--- config.mk ---
export PLATFORM = sky130hd
export DESIGN_NAME = fetch_pc_unit
export DESIGN_NICKNAME = d
export VERILOG_FILES = /design/src/rtl/fetch_pc_unit_pkg.sv /design/src/rtl/fetch_pc_unit_target_calc.sv /design/src/rtl/fetch_pc_unit.sv
export SDC_FILE = /design/constraint.sdc
export NUM_CORES = 1
export LEC_CHECK = 0
export BUFFER_PORTS_ARGS = -buffer_cell sky130_fd_sc_hd__buf_2
export CORE_UTILIZATION = 35
export DETAILED_ROUTE_END_ITERATION = 8
export PLACE_DENSITY = 0.69
export SYNTH_ARGS = -nofsm -noshare
export SYNTH_HDL_FRONTEND = slang
export SYNTH_SLANG_ARGS = --single-unit
--- constraint.sdc ---
create_clock -name clk -period 5.3 [get_ports clk]
set_clock_uncertainty 0.2 [all_clocks]
set_input_delay 0.265 -clock clk [delete_from_list [all_inputs] [get_ports clk]]
set_output_delay 0.265 -clock clk [all_outputs]
set_load 0.01 [all_outputs]
--- src/rtl/fetch_pc_unit_pkg.sv ---
// Shared types and helpers for the MIPS instruction-fetch front end.
package fetch_pc_unit_pkg;

    typedef enum logic [1:0] {
        REDIR_BRANCH = 2'b00,
        REDIR_JUMP   = 2'b01,
        REDIR_JR     = 2'b10,
        REDIR_RSVD   = 2'b11
    } redir_kind_e;

    typedef enum logic [1:0] {
        ST_BOOT   = 2'b00,
        ST_FETCH  = 2'b01,
        ST_STALL  = 2'b10,
        ST_HALTED = 2'b11
    } fetch_state_e;

    localparam logic [31:0] DEFAULT_RESET_PC  = 32'h0000_0000;
    localparam logic [31:0] DEFAULT_HALT_INST = 32'h0000_000C;
    localparam logic [31:0] PC_STEP           = 32'd4;

    function automatic logic [31:0] sign_ext16(input logic [15:0] value);
        return {{16{value[15]}}, value};
    endfunction

    function automatic logic [31:0] shl2(input logic [31:0] value);
        return {value[29:0], 2'b00};
    endfunction

endpackage

--- src/rtl/fetch_pc_unit_target_calc.sv ---
// Combinational redirect target selection using MIPS word-address arithmetic.
module target_calc
    import fetch_pc_unit_pkg::*;
(
    input  logic [1:0]  kind,
    input  logic [31:0] pc_plus4,
    input  logic [15:0] imm16,
    input  logic [25:0] index26,
    input  logic [31:0] reg_value,
    output logic [31:0] target,
    output logic        target_ok
);

    logic [31:0] branch_target;
    logic [31:0] jump_target;
    logic [31:0] jr_target;

    assign branch_target = pc_plus4 + shl2(sign_ext16(imm16));
    assign jump_target   = {pc_plus4[31:28], index26, 2'b00};
    // Register targets are forced word-aligned rather than trapping.
    assign jr_target     = {reg_value[31:2], 2'b00};

    always_comb begin
        target    = branch_target;
        target_ok = 1'b1;
        case (redir_kind_e'(kind))
            REDIR_BRANCH: target = branch_target;
            REDIR_JUMP:   target = jump_target;
            REDIR_JR:     target = jr_target;
            default:      target_ok = 1'b0;
        endcase
    end

endmodule

--- src/rtl/fetch_pc_unit.sv ---
// Fetch front end: owns the PC, runs the imem handshake and holds the decode register.
module fetch_pc_unit
    import fetch_pc_unit_pkg::*;
#(
    parameter logic [31:0] RESET_PC    = DEFAULT_RESET_PC,
    parameter int          BOOT_CYCLES = 2,
    parameter logic [31:0] HALT_INST   = DEFAULT_HALT_INST
) (
    input  logic        clk,
    input  logic        rst,
    output logic        imem_req,
    output logic [31:0] imem_addr,
    input  logic        imem_ready,
    input  logic [31:0] imem_rdata,
    output logic        if_valid,
    output logic [31:0] if_inst,
    output logic [31:0] if_pc,
    output logic [31:0] if_pc_plus4,
    input  logic        id_stall,
    input  logic        redir_valid,
    input  logic [1:0]  redir_kind,
    input  logic [31:0] redir_pc_plus4,
    input  logic [15:0] redir_imm16,
    input  logic [25:0] redir_index26,
    input  logic [31:0] redir_reg,
    output logic        halted,
    output logic [31:0] fetch_count
);

    localparam fetch_state_e RESET_STATE = (BOOT_CYCLES == 0) ? ST_FETCH : ST_BOOT;
    localparam logic [31:0]  BOOT_LAST   = (BOOT_CYCLES == 0) ? 32'd0 : 32'(BOOT_CYCLES - 1);

    fetch_state_e state;
    fetch_state_e state_next;
    logic [31:0]  pc;
    logic [31:0]  pc_seq;
    logic [31:0]  boot_cnt;
    logic [31:0]  redir_target;
    logic         redir_ok;
    logic         redir_take;
    logic         accept;
    logic         free;
    logic         fetching;
    logic         capture;

    target_calc u_target_calc (
        .kind      (redir_kind),
        .pc_plus4  (redir_pc_plus4),
        .imm16     (redir_imm16),
        .index26   (redir_index26),
        .reg_value (redir_reg),
        .target    (redir_target),
        .target_ok (redir_ok)
    );

    assign accept     = if_valid & ~id_stall;
    assign free       = ~if_valid | ~id_stall;
    assign fetching   = (state == ST_FETCH) || (state == ST_STALL);
    // Any redirect strobe suppresses the request so no stale word is captured.
    assign imem_req   = ~rst & fetching & free & ~redir_valid;
    assign imem_addr  = pc;
    assign capture    = imem_req & imem_ready;
    assign redir_take = redir_valid & redir_ok & (state != ST_BOOT);
    assign halted     = (state == ST_HALTED);
    assign pc_seq     = pc + PC_STEP;

    always_ff @(posedge clk) begin
        if (rst) begin
            state    <= RESET_STATE;
            boot_cnt <= 32'd0;
        end else begin
            state <= state_next;
            if (state == ST_BOOT) begin
                boot_cnt <= boot_cnt + 32'd1;
            end
        end
    end

    always_comb begin
        state_next = state;
        case (state)
            ST_BOOT: begin
                if (boot_cnt == BOOT_LAST) begin
                    state_next = ST_FETCH;
                end
            end
            ST_FETCH, ST_STALL: begin
                if (capture && (imem_rdata == HALT_INST)) begin
                    state_next = ST_HALTED;
                end else if (if_valid && id_stall) begin
                    state_next = ST_STALL;
                end else begin
                    state_next = ST_FETCH;
                end
            end
            ST_HALTED: state_next = ST_HALTED;
            default:   state_next = RESET_STATE;
        endcase
        if (redir_take) begin
            state_next = ST_FETCH;
        end
    end

    // A redirect flushes the decode register even when decode is stalled.
    always_ff @(posedge clk) begin
        if (rst) begin
            pc          <= RESET_PC;
            if_valid    <= 1'b0;
            if_inst     <= 32'd0;
            if_pc       <= 32'd0;
            if_pc_plus4 <= 32'd0;
            fetch_count <= 32'd0;
        end else begin
            if (accept) begin
                fetch_count <= fetch_count + 32'd1;
            end
            if (redir_take) begin
                pc       <= redir_target;
                if_valid <= 1'b0;
            end else if (capture) begin
                if_inst     <= imem_rdata;
                if_pc       <= pc;
                if_pc_plus4 <= pc_seq;
                if_valid    <= 1'b1;
                pc          <= pc_seq;
            end else if (accept) begin
                if_valid <= 1'b0;
            end
        end
    end

endmodule

==> results.py <==
metrics = {
    "status": {
        "status": "complete, no violations",
    },
    "routing": {
        "drt_pass1_iterations": 5,
        "vias": 10434,
        "via_per_inst": 5.313,
        "wl_mm": 32.27,
        "drt-initial-drc-count": 758,
        "drcViolationCount": 0,
        "postRouteAntennaNets": 0,
        "wl_per_cell_um": 16.43,
    },
    "clock_tree": {
        "cts_buffers": 17,
        "clkLatencyLatePin_ns": 0.43,
        "cts.sinks": 193,
        "clkTransAtPathRegs_ns": 0.07,
        "clock_path_buffers": 2,
        "postCtsSetupRepairBufs": 0,
        "htreeDepth": 4,
        "cts_root_buf": "clkbuf_16",
        "cts_resized": 0,
        "tritoncts": "yes",
        "postCtsHoldBufs": 34,
    },
    "timing": {
        "slew_headroom": 0.2007,
        "setup-tns-final_ns": 0,
        "final-hold-violation-count": 0,
        "worstMarginPinSlew_ns": 1.199,
        "fin_ws_ns": 2.102,
        "drv_slew": 0,
        "grt_setup_unrepaired": "false",
        "finalCriticalPeriod_ns": 3.198,
        "finalCritPeriodShare": 0.6034,
        "finalSetupViolations": 0,
        "max_freq_mhz": 312.7,
    },
    "cells_and_area": {
        "drive_gt1_frac": 0.2223,
        "syn_to_final_growth_pct": 25.78,
        "postLayoutCoreUtil": 0.4483,
        "nNetsFinal": 1752,
        "final_cells": 1964,
    },
    "setup_path": {
        "r2r_slack_ns": 2.13,
        "reg2reg_from": "state[0]",
        "crit_end": "imem_addr[30]",
        "cp.required_ns": 5.44,
        "r2r_end": "imem_addr[21]",
        "startpoint": "redir_pc_plus4[2]",
        "crit_path_frequent_cell": "a21oi_1",
        "cp-start-kind": "input port",
        "critical_path_class": "in -> reg",
        "path_cells": "buf_2 > ha_1 > fa_1 > a21oi_1 > o22ai_1 > o31ai_2 > o311ai_2 > a21oi_1 > o21ai_2 > a311o_1 > xnor2_1 > a311oi_1",
        "crit_path_end_kind": "flip-flop",
        "crit_arrival_ns": 3.34,
        "worstPathMaxFanout": 4,
        "crit_slowest_cell": "o31ai_2",
        "critical_path_depth": 12,
        "critical-path-top-delay-family": "compound AO/OA/AOI/OAI gates",
        "path_buf_inv": 1,
        "ff2ff_path_depth": 7,
        "slowest_delay_ns": 0.43,
    },
    "synth": {
        "ys_async_sr_fraction": 0,
        "synth_commonest_cells": "nand2_1, dfxtp_1, a21oi_1",
        "ys_seq_area_frac": 0.3776,
        "ys_top_cells_by_area": "dfxtp_1, nand2_1, a21oi_1, xor2_1, nor2_1",
        "synth-edff-count": 0,
        "syn_inst": 1297,
        "yosysTopAreaCell": "dfxtp_1",
        "syn_area_per_cell_um2": 7.888,
        "syn_nets": 1482,
        "ys_seq_elements": 193,
        "synthAdderAreaFrac": 0.04965,
        "synth_compound_area_frac": 0.2037,
        "yosys.cell_types.count": 61,
        "synth_xor_area_frac": 0.08732,
        "yosys_most_used_dff": "dfxtp_1",
        "synth.most_common_cell": "nand2_1",
        "yosys_warnings": 0,
        "synthMuxAreaShare": 0.0009784,
        "yosysTopAreaCellShare": 0.3776,
        "netlist_area_um2": 10230,
        "synthSimpleGateAreaFrac": 0.2391,
        "synth_top_family_by_area": "simple AND/OR/NAND/NOR gates",
    },
    "global_route": {
        "grt_overflow": 0,
        "grt_max_degree": 103,
        "grt_pass1_wl_mm": 50.92,
        "grt_pass1_vias": 9661,
        "antenna_found_initial": 1,
        "track_usage": 0.2107,
    },
    "pwr": {
        "power.share.switching": 0.2949,
        "pwr-share-seq": 0.435,
        "switchingPower_mw": 1.088,
        "p_leak_nw": 5.314,
        "p_int_mw": 2.601,
        "p_comb_frac": 0.199,
        "p_clk_frac": 0.365,
        "report.power.total_mw": 3.689,
        "power_density_nw_per_um2": 286.7,
        "max-vdd-ir-drop_uv": 231.4,
    },
    "placement": {
        "place_ws_ns": 1.698,
        "dpl.hpwl_mm": 23.19,
        "gp_congestion": 0.8812,
        "placement.io_buffers": 305,
        "placed_cells": 1898,
    },
    "min_path": {
        "hold_class": "in -> reg",
    },
    "floorplan": {
        "die_width_um": 173.0,
        "row_count": 62,
        "ios": 308,
        "dieArea_um2": 29920,
        "initial_core_util": 0.3565,
        "die_y_um": 173.0,
        "coreArea_um2": 28700,
    },
    "run": {
        "maxCapViolCount": 0,
    },
}
[through the flow]
stage / instance area, µm² / hold slack, ns
2_1_floorplan: 10230 / 0.2010
3_3_place_gp: 11920 / 0.2391
3_5_place_dp: 11920 / 0.2437
4_1_cts: 12870 / 0.03937
5_1_grt: 12870 / 0.08163
6_report: 12870 / 0.05673
[tightest hold or removal path, cell delays in order]
cell	delay, ns
buf_2	0.09
nor2b_1	0.11
xnor2_1	0.15
nor2_1	0.03
[metal layers]
metal,track usage,wire [µm]
met5,0,0
met4,0.1110,1443
met3,0.03584,1599
met2,0.3493,15370
met1,0.2615,13860
[power by group through the flow]
stage          clock [mW]  combinational [mW]  sequential (mW)
2_1_floorplan           0               0.460             1.62
3_3_place_gp            0               0.698             1.64
3_5_place_dp            0               0.713             1.64
4_1_cts              1.37               0.736             1.61
5_1_grt              1.44               0.811             1.62
6_report             1.35               0.736             1.61
[final cells by class]
type | count | area [µm²]
fillers | 2891 | 15830
multi-input cells | 997 | 5952
flip-flops and latches | 193 | 3864
repair buffers | 345 | 1918
well taps | 384 | 480.5
clock buffers | 22 | 444.2
clock inverters | 9 | 158.9
inverters | 13 | 48.80
diodes | 1 | 2.502
[sequential cells by signal (all words and copies together) (netlist names)]
| register | count |
|---|---|
| if_inst | 32 |
| state | 2 |
| if_pc_plus4 | 30 |
| if_pc | 32 |
| fetch_count | 32 |
| boot_cnt | 32 |
| imem_addr | 32 |
| if_valid | 1 |
[how the worst min path moves through the flow]
stage | start | to | slack [ns] | cells past startpoint
2_1_floorplan | imem_rdata[0] | if_inst[0] | 0.20 | 2
3_3_place_gp | if_inst[5] | if_inst[5] | 0.24 | 2
3_5_place_dp | if_pc[26] | if_pc[26] | 0.24 | 2
4_1_cts | id_stall | fetch_count[0] | 0.04 | 4
5_1_grt | redir_pc_plus4[31] | imem_addr[31] | 0.08 | 4
6_report | id_stall | fetch_count[0] | 0.06 | 4
[logic make-up after synthesis]
| group | count (synthesis) |
|---|---|
| simple gates | 525 |
| buf+inv | 107 |
| mux | 1 |
| flops | 193 |
| compound gates | 329 |
| fa+ha+maj | 40 |
| xor+xnor | 102 |
[layout by cell type, fill, tap and decap left out, drive strengths merged, types with 36 or more instances in the layout]
cell | Yosys | final
a21oi | 135 | 135
buf | 14 | 311
dfxtp | 193 | 193
ha | 39 | 39
nand2 | 209 | 209
nand3 | 36 | 36
nor2 | 131 | 131
o21ai | 55 | 55
xnor2 | 37 | 37
xor2 | 65 | 65
Note: power is estimated with default switching activity, not from simulation.
